## config.mk

```make
export PLATFORM = sky130hd
export DESIGN_NAME = cal_stack
export DESIGN_NICKNAME = d
export VERILOG_FILES = /design/src/rtl/cal_pkg.sv /design/src/rtl/cal_alu.sv /design/src/rtl/cal_stack.sv
export SDC_FILE = /design/constraint.sdc
export NUM_CORES = 1
export LEC_CHECK = 0
export ABC_CLOCK_PERIOD_IN_PS = 4780
export CORE_MARGIN = 2
export CORE_UTILIZATION = 50
export CTS_BUF_LIST = sky130_fd_sc_hd__clkbuf_8 sky130_fd_sc_hd__clkbuf_16
export CTS_CLUSTER_DIAMETER = 80
export DETAILED_ROUTE_END_ITERATION = 16
export PLACE_DENSITY = 0.74
export SETUP_SLACK_MARGIN = 0.5
export SYNTH_ARGS = -nofsm -noshare
export SYNTH_HDL_FRONTEND = slang
export SYNTH_SLANG_ARGS = --single-unit
```

## constraint.sdc

```tcl
create_clock -name clk -period 4.78 [get_ports clk]
set_input_delay 0.956 -clock clk [delete_from_list [all_inputs] [get_ports clk]]
set_output_delay 0.956 -clock clk [all_outputs]
set_load 0.02 [all_outputs]
```

## src/rtl/cal_pkg.sv

```systemverilog
// Shared encodings for the calculator stack: operation select and FSM states.
package cal_pkg;

  typedef enum logic [1:0] {
    OP_ADD = 2'b00,
    OP_SUB = 2'b01,
    OP_MAX = 2'b10,
    OP_MIN = 2'b11
  } op_e;

  typedef enum logic {
    S_IDLE = 1'b0,
    S_RUN  = 1'b1
  } state_e;

endpackage

```

## src/rtl/cal_alu.sv

```systemverilog
// Combinational accumulator step: y = a OP b, all signed and ACC_W wide.
//   op : operation select (ADD, SUB, MAX, MIN)
//   a  : running accumulator
//   b  : sign-extended stack operand
//   y  : next accumulator value
module cal_alu
  import cal_pkg::*;
#(
  parameter int ACC_W = 18
) (
  input  op_e                     op,
  input  logic signed [ACC_W-1:0] a,
  input  logic signed [ACC_W-1:0] b,
  output logic signed [ACC_W-1:0] y
);

  always_comb begin
    y = a + b;
    case (op)
      OP_ADD:  y = a + b;
      OP_SUB:  y = a - b;
      OP_MAX:  y = (a > b) ? a : b;
      OP_MIN:  y = (a < b) ? a : b;
      default: y = a + b;
    endcase
  end

endmodule

```

## src/rtl/cal_stack.sv

```systemverilog
// Operand stack with a sequential reducer. Rising edges of load push samples,
// a rising edge of exec folds the held operands left-to-right with one ALU step
// per cycle, and a rising edge of clear empties the stack and zeroes result.
//   clk, reset          : clock, asynchronous active-high reset
//   load, exec, clear   : level requests, acted on at their rising edge
//   op, sample          : operation select, signed operand to push
//   result              : signed result of the last completed calculation
//   count, empty, full  : stack occupancy
//   busy, done, err     : RUN state, result-updated pulse, rejected-request pulse
module cal_stack
  import cal_pkg::*;
#(
  parameter int WIDTH = 16,
  parameter int DEPTH = 4,
  parameter int ACC_W = WIDTH + $clog2(DEPTH)
) (
  input  logic                         clk,
  input  logic                         reset,
  input  logic                         load,
  input  logic                         exec,
  input  logic                         clear,
  input  logic [1:0]                   op,
  input  logic signed [WIDTH-1:0]      sample,
  output logic signed [ACC_W-1:0]      result,
  output logic [$clog2(DEPTH+1)-1:0]   count,
  output logic                         empty,
  output logic                         full,
  output logic                         busy,
  output logic                         done,
  output logic                         err
);

  localparam int CW = $clog2(DEPTH + 1);
  localparam int IW = $clog2(DEPTH);

  state_e                   state_q, state_d;
  logic signed [WIDTH-1:0]  stk [DEPTH];
  logic signed [ACC_W-1:0]  acc, alu_y;
  logic [IW-1:0]            idx;
  op_e                      op_q;
  logic                     load_q, exec_q, clear_q;
  logic                     load_e, exec_e, clear_e;
  logic                     start, finish, exec_err;
  logic                     load_ok, load_err;
  logic [IW-1:0]            wr_ptr;

  assign load_e  = load  & ~load_q;
  assign exec_e  = exec  & ~exec_q;
  assign clear_e = clear & ~clear_q;

  assign empty  = (count == '0);
  assign full   = (count == CW'(DEPTH));
  assign busy   = (state_q == S_RUN);
  // Only used when not full, so the truncation never aliases a live slot.
  assign wr_ptr = count[IW-1:0];

  // Exec wins over a coincident load in IDLE; in RUN any load is rejected.
  assign load_ok  = load_e & ~clear_e & ~busy & ~exec_e & ~full;
  assign load_err = load_e & ~clear_e & (busy | (~exec_e & full));

  always_comb begin
    state_d  = state_q;
    start    = 1'b0;
    finish   = 1'b0;
    exec_err = 1'b0;
    case (state_q)
      S_IDLE: begin
        if (exec_e) begin
          if (count >= CW'(2)) begin
            start   = 1'b1;
            state_d = S_RUN;
          end else begin
            exec_err = 1'b1;
          end
        end
      end
      S_RUN: begin
        if (idx == IW'(count - CW'(1))) begin
          finish  = 1'b1;
          state_d = S_IDLE;
        end
      end
      default: state_d = S_IDLE;
    endcase
    if (clear_e) state_d = S_IDLE;
  end

  always_ff @(posedge clk or posedge reset) begin
    if (reset) state_q <= S_IDLE;
    else       state_q <= state_d;
  end

  cal_alu #(.ACC_W(ACC_W)) u_alu (
    .op (op_q),
    .a  (acc),
    .b  (ACC_W'(stk[idx])),
    .y  (alu_y)
  );

  // Stack storage carries no reset; contents are meaningless past count.
  always_ff @(posedge clk) begin
    if (load_ok) stk[wr_ptr] <= sample;
  end

  always_ff @(posedge clk or posedge reset) begin
    if (reset) begin
      load_q  <= 1'b0;
      exec_q  <= 1'b0;
      clear_q <= 1'b0;
      count   <= '0;
      result  <= '0;
      acc     <= '0;
      idx     <= '0;
      op_q    <= OP_ADD;
      done    <= 1'b0;
      err     <= 1'b0;
    end else begin
      load_q  <= load;
      exec_q  <= exec;
      clear_q <= clear;
      done    <= finish & ~clear_e;
      err     <= ~clear_e & (exec_err | load_err);
      if (clear_e) begin
        count  <= '0;
        result <= '0;
      end else begin
        if (load_ok) count <= count + CW'(1);
        if (start) begin
          acc  <= ACC_W'(stk[0]);
          idx  <= IW'(1);
          op_q <= op_e'(op);
        end else if (busy) begin
          acc <= alu_y;
          idx <= idx + IW'(1);
          if (finish) result <= alu_y;
        end
      end
    end
  end

endmodule

```

# Word-level counts from Yosys, hierarchy flattened

Memory sizes are Yosys's and may differ from the RTL's.
Cells that the tools add are included.

Memories kept: 1
Bits in registers: 49
Output and inout bits: 26
Logic and storage cells: 81
RAM bits: 64

Memories:

| memory | depth | width | rd ports | clocked after Yosys merged registers in | wr ports | line            | source |
|---|---|---|---|---|---|---|---|
| stk    | 4     | 16    | 2        | 0                                       | 1        | cal_stack.sv:37 | `logic signed [WIDTH-1:0] stk [DEPTH];` |

Equality and inequality tests: 6
Add/sub/neg operators: 5
Reductions and logical operators: 9
Bitwise operators: 20
$lt $le $gt $ge: 3
Mux-type cells: 26

Operators by type and width:

| cell                | count |
|---|---|
| $mux 18             | 8 |
| $pmux 18 s4         | 1 |
| $add 18x16->18      | 1 |
| $gt 18x16->1        | 1 |
| $lt 18x16->1        | 1 |
| $sub 18x16->18      | 1 |
| $mux 1              | 12 |
| $and 1x1->1         | 11 |
| $reduce_bool 2->1   | 4 |
| $not 1->1           | 7 |
| $mux 3              | 2 |
| $eq 2x2->1 const B  | 2 |
| $mux 2              | 2 |
| $reduce_and 2->1    | 2 |
| $add 3x1->3 const B | 1 |
| $eq 3x3->1 const B  | 1 |
| $ge 3x2->1 const B  | 1 |
| $logic_not 3->1     | 1 |
| $reduce_and 3->1    | 1 |
| $add 2x1->2 const B | 1 |
| $eq 2x1->1 const B  | 1 |
| $eq 2x2->1          | 1 |
| $logic_not 2->1     | 1 |
| $ne 2x2->1 const B  | 1 |
| 3 further kinds     | 4 |

# Longest topological paths before layout

Gate-level depths: netlist (run 1).

Word-level depth: 9
Mapped depth: 15

# By module

A second synthesis (run 1) with hierarchy kept.

Cell total of the unflattened synthesis: 596
Area total of the unflattened synthesis: 6960.4 sq um

By module, submodules not included:

| module    | area each (sq um) | sequential area each (sq um) | instances | cells an instance |
|---|---|---|---|---|
| cal_stack | 4667.0            | 3148.0                       | 1         | 265 |
| cal_alu   | 2293.4            | 0.0                          | 1         | 331 |

# Worst setup path before layout (run 1)

Ideal clock, no wire load.

Kind: flip-flop to flip-flop
Start point: register idx[0]
End point: register result[3]
Setup slack: 0.857 ns
Path buffers: 2
Cell stages (with the launch flop): 15
Clock period less this slack: 3.923 ns
Arrival: 3.785 ns
Path through: dfrtp_1 buf_2 buf_2 mux4_2 ha_1 inv_1 fa_1 a21oi_1 o22ai_1 o21ai_2 a2111oi_2 a21oi_4 mux2_1 a21oi_1 o22ai_1

Longest elaborated chain between the ends: 8
Elaborated cells on any way between the ends: 17
Those cells by class: add/sub (2); order compare (2); eq/ne (1); mux (9); reduce/logical (2); memory (1)

Ends and longest elaborated chain:

| item                                         | line                         | source |
|---|---|---|
| start: declaration                           | cal_stack.sv:39              | `logic [IW-1:0] idx;` |
| start signal: assignment                     | cal_stack.sv:134             | `idx <= idx + IW'(1);` |
| $mem_v2 4x16                                 | -                            |  |
| $lt 18x16->1 or $gt 18x16->1 (tied branches) | cal_alu.sv:23, cal_alu.sv:22 |  |
| $mux 18, on equally long branches            | cal_alu.sv:23, cal_alu.sv:22 |  |
| $pmux 18 s4                                  | cal_alu.sv:19                | `case (op)` |
| $mux 18                                      | cal_stack.sv:135             | `if (finish) result <= alu_y;` |
| $mux 18                                      | cal_stack.sv:132             | `end else if (busy) begin` |
| $mux 18                                      | cal_stack.sv:128             | `if (start) begin` |
| $mux 18                                      | cal_stack.sv:123             | `if (clear_e) begin` |
| end signal: assignment                       | cal_stack.sv:135             |  |
| end: declaration                             | cal_stack.sv:24              | `output logic signed [ACC_W-1:0] result,` |

Several ways; a longest one is shown, not always the timed one. The select of a mux whose other input is x is not followed.
A chain may end at the register's enable or synchronous reset.

# Worst setup path in the final report (run 1)

Start point: register idx[0]
End point: register acc[16]

Longest elaborated chain between the ends: 6
Elaborated cells on any way between the ends: 10
Those cells by class: add/sub (2); order compare (2); mux (5); memory (1)

Ends and longest elaborated chain:

| item                                         | line                         | source |
|---|---|---|
| $mem_v2 4x16 (*)                             | -                            |  |
| $lt 18x16->1 or $gt 18x16->1 (tied branches) | cal_alu.sv:23, cal_alu.sv:22 |  |
| $mux 18, on equally long branches            | cal_alu.sv:23, cal_alu.sv:22 |  |
| $pmux 18 s4 (*)                              | cal_alu.sv:19                |  |
| $mux 18 (*)                                  | cal_stack.sv:132             |  |
| $mux 18 (*)                                  | cal_stack.sv:128             |  |
| end signal: assignment                       | cal_stack.sv:129             | `acc <= ACC_W'(stk[0]);` |
| end signal: assignment                       | cal_stack.sv:133             | `acc <= alu_y;` |
| end: declaration                             | cal_stack.sv:38              | `logic signed [ACC_W-1:0] acc, alu_y;` |

Mark *: on every way between the ends. The rest lies on a longest branch, timed or not. The select of a mux whose other input is x is not followed.

==> results of run 1 <==
[final timing paths]
check                      slack [ns]             endpoint  cells after the start           startpoint
hold / removal                   0.53   acc[2]$_DFFE_PP0P_                      2  stk[0][2]$_DFFE_PP_
setup / recovery                 0.69  acc[16]$_DFFE_PP0P_                     13   idx[0]$_DFFE_PP0P_
setup reg to reg                 0.69  acc[16]$_DFFE_PP0P_                     13   idx[0]$_DFFE_PP0P_
max in group asynchronous        2.93   idx[0]$_DFFE_PP0P_                      2                reset
hold reg to reg                  0.53   acc[2]$_DFFE_PP0P_                      2  stk[0][2]$_DFFE_PP_
min in group asynchronous        1.12  op_q[1]$_DFFE_PP0P_                      2                reset
[cells in the mapped netlist, types with 8 or more instances]
cell,instances,area [um2]
a31oi_1,10,62.56
o211ai_1,8,60.06
nand3_1,18,90.09
inv_1,46,172.7
edfxtp_1,64,1922
o21ai_0,39,195.2
nand2_1,27,101.4
nor2_1,49,183.9
mux2i_1,16,160.2
o31ai_1,8,60.06
and2_1,8,50.05
nand2b_1,9,56.30
nor3_1,9,45.04
o22ai_1,9,56.30
a22oi_1,15,112.6
xnor2_1,18,157.7
nor2b_1,9,56.30
mux4_2,21,473.0
dfrtp_1,49,1226
o21ai_1,9,45.04
clkbuf_1,24,90.09
ha_1,46,575.6
a21oi_1,42,210.2
[cells by family (layout without fill, tap and decap cells)]
| logic type | count (synthesis) | count (layout) | share of synthesized area |
|---|---|---|---|
| AND/OR/NAND/NOR | 160 | 160 | 0.1162 |
| multiplexers | 45 | 45 | 0.1010 |
| adder cells (fa/ha/maj) | 48 | 48 | 0.08598 |
| AO/OA/AOI/OAI | 195 | 195 | 0.1809 |
| XOR/XNOR | 24 | 24 | 0.02936 |
| buffers and inverters | 82 | 144 | 0.04684 |
| flip-flops | 113 | 113 | 0.4397 |
[power by group]
group | internal [uW] | switching [uW] | leakage, uW | total [uW]
Clock | 814 | 441 | 0.000291 | 1260
Sequential | 1200 | 194 | 0.00122 | 1390
Combinational | 1920 | 2620 | 0.00185 | 4530
[worst register-to-register path: stages (launching register included)]
cell,delay [ns]
dfrtp_2,0.47
mux4_2,0.62
inv_1,0.17
ha_2,0.38
and3_4,0.19
a221o_1,0.45
nor4_4,0.29
buf_4,0.21
a2111oi_4,0.12
a21oi_4,0.32
buf_4,0.17
mux2_2,0.32
nand2_1,0.10
a41oi_1,0.13
[placed cells by master, fill, tap and decap left out, types with 4 or more instances in the layout]
cell / synthesis / final
edfxtp_1: 64 / 64
nor2_1: 49 / 49
inv_1: 46 / 48
dfrtp_1: 49 / 48
clkdlybuf4s50_1: 0 / 48
ha_1: 46 / 44
a21oi_1: 42 / 42
o21ai_0: 39 / 39
nand2_1: 27 / 27
mux4_2: 21 / 21
nand3_1: 18 / 18
xnor2_1: 18 / 18
clkbuf_16: 0 / 17
mux2i_1: 16 / 16
buf_4: 1 / 16
a22oi_1: 15 / 15
a31oi_1: 10 / 10
nand2b_1: 9 / 9
nor3_1: 9 / 9
o21ai_1: 9 / 9
nor2b_1: 9 / 9
o211ai_1: 8 / 8
and2_1: 8 / 8
a21o_1: 7 / 7
mux2_2: 7 / 7
a211oi_1: 7 / 7
o31ai_1: 8 / 7
o22ai_1: 9 / 7
xor2_1: 6 / 6
a211o_1: 6 / 5
o21bai_1: 5 / 5
or4_1: 4 / 4
o21a_1: 4 / 4
nor3b_1: 4 / 4
clkinv_4: 0 / 4
[layer usage]
metal  global-route usage  wire length [um]
met1               0.3603              7856
met2               0.3932              8820
met3              0.04808              1441
met4               0.1065               488
met5                    0                 0
[timing repair]
action | in CTS | in global routing
hold endpoints to repair | 0 | 0
hold buffers | 0 | 0
pin swaps | 0 | 2
gates resized for setup | 1 | 10
setup buffers | 1 | 7
setup endpoints to repair | 21 | 32
[layout make-up]
| class | instances | area (um2) |
|---|---|---|
| Clock buffer | 17 | 425.4 |
| Sequential cell | 113 | 3149 |
| Inverter | 47 | 176.4 |
| Clock inverter | 15 | 171.4 |
| Fill cell | 1080 | 5439 |
| Tap cell | 180 | 225.2 |
| Multi-Input combinational cell | 472 | 3727 |
| Timing Repair Buffer | 65 | 620.6 |
[per-stage QoR]
stage	hold WS [ns]	setup slack, ns	power (uW)
2_1_floorplan	0.4699	0.8573	4561
3_3_place_gp	0.4894	0.5591	5465
3_5_place_dp	0.5055	0.4515	5558
4_1_cts	0.5407	0.5193	6901
5_1_grt	0.5547	0.5127	7621
6_report	0.5329	0.6940	7178
[flip-flops by register name, indices dropped and copies added (netlist names), 2 cells and up]
signal / cells
result: 18
op_q: 2
count: 3
acc: 18
stk: 64
idx: 2
==> impl_metrics.py, run 1 <==
metrics = {
    "timing": {
        "tightest_slew_ns": 1.058,
        "hold_viol_final": 0,
        "fin_skew_ns": 0.009085,
        "clock.fmax_ghz": 0.2447,
        "rsz0062_at_grt": "false",
        "slew_viol_final": 0,
        "post-route-period-util": 0.8548,
        "max-slew-margin-rel": 0.2937,
        "fin_crit_ns": 4.086,
        "finalSetupViolCount": 0,
        "setup_tns_ns": 0,
    },
    "final_layout": {
        "num_antenna_cells": 0,
        "drive_gt1_frac": 0.1344,
        "final_core_util": 0.6097,
        "finalInstanceArea_um2": 8496,
        "syn_to_final_growth_pct": 18.66,
        "final_cells": 909,
        "nNetsFinal": 787,
    },
    "flow_run": {
        "max_cap_viol_count": 0,
    },
    "worst_setup_path": {
        "end_kind": "register",
        "critical_path_buf_inv_count": 3,
        "path_cells": "mux4_2 > inv_1 > ha_2 > and3_4 > a221o_1 > nor4_4 > buf_4 > a2111oi_4 > a21oi_4 > buf_4 > mux2_2 > nand2_1 > a41oi_1",
        "critPathKind": "register to register",
        "max_stage_delay_ns": 0.61,
        "cp_top_family": "compound AO/OA/AOI/OAI gates",
        "cp-start-kind": "register",
        "critical_path_arrival_ns": 4.35,
        "worst_ep_required_time_ns": 5.04,
        "cp_slowest_cell": "mux4_2",
        "cpMostUsedCell": "buf_4",
        "critPathMaxFanout": 14,
    },
    "global_routing": {
        "grt_usage": 0.2567,
        "first_global_vias": 5612,
        "overflow": 0,
        "grt_pass1_wl_um": 29680,
        "grt_max_degree": 50,
        "antenna_found_initial": 0,
    },
    "yosys": {
        "ys_warn_count": 0,
        "ys_async_sr_fraction": 0.4336,
        "syn-num-nets": 738,
        "ys_dominant_reg_cell": "edfxtp_1",
        "syn_avg_cell_area_um2": 10.73,
        "ys_ff_latch": 113,
        "synth_edf_count": 64,
        "synth_area_um2": 7159,
        "yosysSeqAreaShare": 0.4397,
        "synth_cells": 667,
        "ys_types": 72,
    },
    "power": {
        "vdd_drop_max_uv": 397.9,
        "power_density_nw_per_um2": 845.0,
        "p_leak_uw": 0.003357,
    },
    "route": {
        "drt-wirelength-per-cell_um": 20.47,
        "drt_iter0_drc": 622,
        "vias": 5720,
        "drt-vias-per-instance": 6.293,
        "postRouteWirelength_um": 18610,
        "drcViolationCount": 0,
        "drt_pre_antenna_iters": 6,
        "drtAntennaViolNets": 0,
    },
    "die": {
        "dieWidth_um": 123.7,
        "fp.dieH_um": 123.7,
        "io_pins": 49,
        "row_count": 43,
        "die_area_um2": 15290,
        "start_util": 0.5138,
        "core_area_um2": 13930,
    },
    "cts": {
        "root_buffer": "clkbuf_16",
        "clock_latency_ns": 0.41,
        "cts.sinks": 113,
        "ctsLongestPathBuffers": 2,
        "numCtsBuffers": 17,
        "tritoncts": "yes",
        "htreeDepth": 4,
        "path_clk_slew_ns": 0.06,
    },
    "place": {
        "portBuffers": 48,
        "dpl_cell_area_um2": 7786,
        "place_inst": 869,
        "place.gp.congestion": 0.9185,
        "dp_hpwl_um": 12960,
    },
    "status": {
        "outcome": "completed",
    },
    "hold_path": {
        "holdCritPathClass": "register to register",
    },
}
Power figures use the tool's default switching activity.
==> run 2: changes to the inputs <==
Settings changed: ABC_CLOCK_PERIOD_IN_PS 4780 to 4000.
Clock period 4.78 ns to 4 ns, I/O delays scaled along.
==> impl_metrics.py, run 2 (synthesis gave the netlist of run 1 again) <==
metrics = {
    "place": {
        "dp_hpwl_um": 13340,
        "place.gp.congestion": 0.9507,
        "portBuffers": 48,
    },
    "worst_setup_path": {
        "critical_path_arrival_ns": 4.18,
        "worst_r2r_path_depth": 14,
        "cp_slowest_cell": "a2111oi_0",
        "max_stage_delay_ns": 0.72,
        "cp_top_family": "compound AO/OA/AOI/OAI gates",
        "worst_ep_required_time_ns": 4.32,
        "r2r_end": "acc[13]$_DFFE_PP0P_",
        "r2r_slack_ns": 0.14,
        "timing.rr.start": "idx[0]$_DFFE_PP0P_",
        "end_kind": "register",
        "path_cells": "buf_4 > buf_16 > mux4_2 > inv_1 > ha_2 > nand3_2 > o21bai_2 > a211o_1 > a21oi_1 > o21ai_0 > a2111oi_0 > nor4_2 > buf_4 > o21ai_0",
        "critical_path_buf_inv_count": 4,
        "critPathMaxFanout": 7,
        "cp-start-kind": "register",
        "critPathKind": "register to register",
    },
    "die": {
        "row_count": 43,
        "start_util": 0.5138,
        "dieWidth_um": 123.7,
        "fp.dieH_um": 123.7,
        "die_area_um2": 15290,
        "core_area_um2": 13930,
        "io_pins": 49,
    },
    "final_layout": {
        "mostFrequentLayoutCells": "66 x buf_4, 64 x edfxtp_1, 48 x dfrtp_1, 48 x clkdlybuf4s50_1, 44 x nor2_1",
        "largest_reg_flops": 64,
        "final_core_util": 0.6910,
        "drive_gt1_frac": 0.3089,
        "largestRegisters": "stk (64), acc (18), result (18)",
        "n_fill_cell": 915,
        "final_common_cell": "buf_4",
        "nNetsFinal": 848,
        "num_antenna_cells": 0,
        "max_flop_register": "stk",
        "syn_to_final_growth_pct": 34.50,
    },
    "timing": {
        "fin_crit_ns": 3.865,
        "slew_viol_final": 0,
        "holdWs_ns": 0.5324,
        "hold_viol_final": 0,
        "tightest_slew_ns": 1.083,
        "max-slew-margin-rel": 0.2778,
        "post-route-period-util": 0.9662,
        "finalSetupViolCount": 0,
        "clock.fmax_ghz": 0.2587,
        "fin_skew_ns": 0.01286,
        "rsz0062_at_grt": "true",
    },
    "global_routing": {
        "antenna_found_initial": 0,
        "grt_max_degree": 50,
        "first_global_vias": 5926,
        "overflow": 0,
        "grt_pass1_wl_um": 32610,
        "grt_usage": 0.2824,
    },
    "cts": {
        "tritoncts": "yes",
        "root_buffer": "clkbuf_16",
        "numCtsBuffers": 17,
        "cts.sinks": 113,
        "path_clk_slew_ns": 0.06,
        "ctsLongestPathBuffers": 2,
        "htreeDepth": 4,
        "clock_latency_ns": 0.41,
    },
    "flow_run": {
        "max_cap_viol_count": 0,
    },
    "hold_path": {
        "holdPathStages": 2,
        "min_to": "acc[5]$_DFFE_PP0P_",
        "hp-start": "stk[0][5]$_DFFE_PP_",
        "holdCritPathClass": "register to register",
    },
    "route": {
        "drcViolationCount": 0,
        "drt_iter0_drc": 572,
        "drtAntennaViolNets": 0,
        "drt-wirelength-per-cell_um": 22.31,
        "drt_pre_antenna_iters": 5,
        "postRouteWirelength_um": 21640,
        "vias": 6170,
        "drt-vias-per-instance": 6.361,
    },
    "status": {
        "outcome": "completed",
    },
}
[run 2: repair_timing]
| action | 4_1_cts | 5_1_grt |
|---|---|---|
| gates resized for setup | 89 | 39 |
| cloned | 1 | 0 |
| setup buffers | 26 | 14 |
| pin swaps | 28 | 28 |
| endpoints found under the setup margin | 36 | 36 |
| hold buffers | 0 | 0 |
[run 2: through the flow]
step           worst slack, ns  instance area [um2]  TNS (ns)  cells
2_1_floorplan           0.2904                 7246         0    667
3_3_place_gp           -0.1620                 8066   -0.4095    897
3_5_place_dp           -0.1232                 8066   -0.2766    897
4_1_cts                 0.2751                 9320         0    956
5_1_grt               -0.09754                 9629   -0.1411    970
6_report                0.1350                 9629         0    970
[run 2: worst max-delay path by stage]
stage	startpoint	endpoint	slack, ns	depth (start not counted)
CTS	idx[0]$_DFFE_PP0P_	acc[7]$_DFFE_PP0P_	0.28	16
detailed placement	idx[0]$_DFFE_PP0P_	result[12]$_DFFE_PP0P_	-0.12	12
finish	idx[0]$_DFFE_PP0P_	acc[13]$_DFFE_PP0P_	0.14	14
global route	idx[0]$_DFFE_PP0P_	acc[13]$_DFFE_PP0P_	-0.1	14
global placement	idx[0]$_DFFE_PP0P_	result[12]$_DFFE_PP0P_	-0.16	12
floorplan	idx[0]$_DFFE_PP0P_	result[7]$_DFFE_PP0P_	0.29	13
[run 2: layout make-up]
cell class,instances,area (um2),share of cell area
Multi-Input combinational cell,472,4313,0.4479
Sequential cell,113,3149,0.3271
Timing Repair Buffer,126,1154,0.1198
Clock buffer,18,439.2,0.04561
Tap cell,180,225.2,0.02339
Inverter,47,183.9,0.01910
Clock inverter,14,165.2,0.01715
[run 2: layer usage]
metal	up-vias	track usage	routed length, um
met4	0	0.1072	682
met5	-	0	0
met1	3045	0.3887	8978
met2	336	0.4457	10340
met3	71	0.05403	1644
li1	2718	-	-
[run 2: worst reg2reg max path, cell delays in order (launching register included)]
cell and delay [ns]:
dfrtp_2 0.45, buf_4 0.17, buf_16 0.14, mux4_2 0.39
inv_1 0.06, ha_2 0.43, nand3_2 0.11, o21bai_2 0.21
a211o_1 0.32, a21oi_1 0.17, o21ai_0 0.18, a2111oi_0 0.72
nor4_2 0.11, buf_4 0.16, o21ai_0 0.14
Power of run 2 is left out: the tool's default activity adds up to more than one toggle a clock period on the data nets, which glitch-free logic cannot reach.
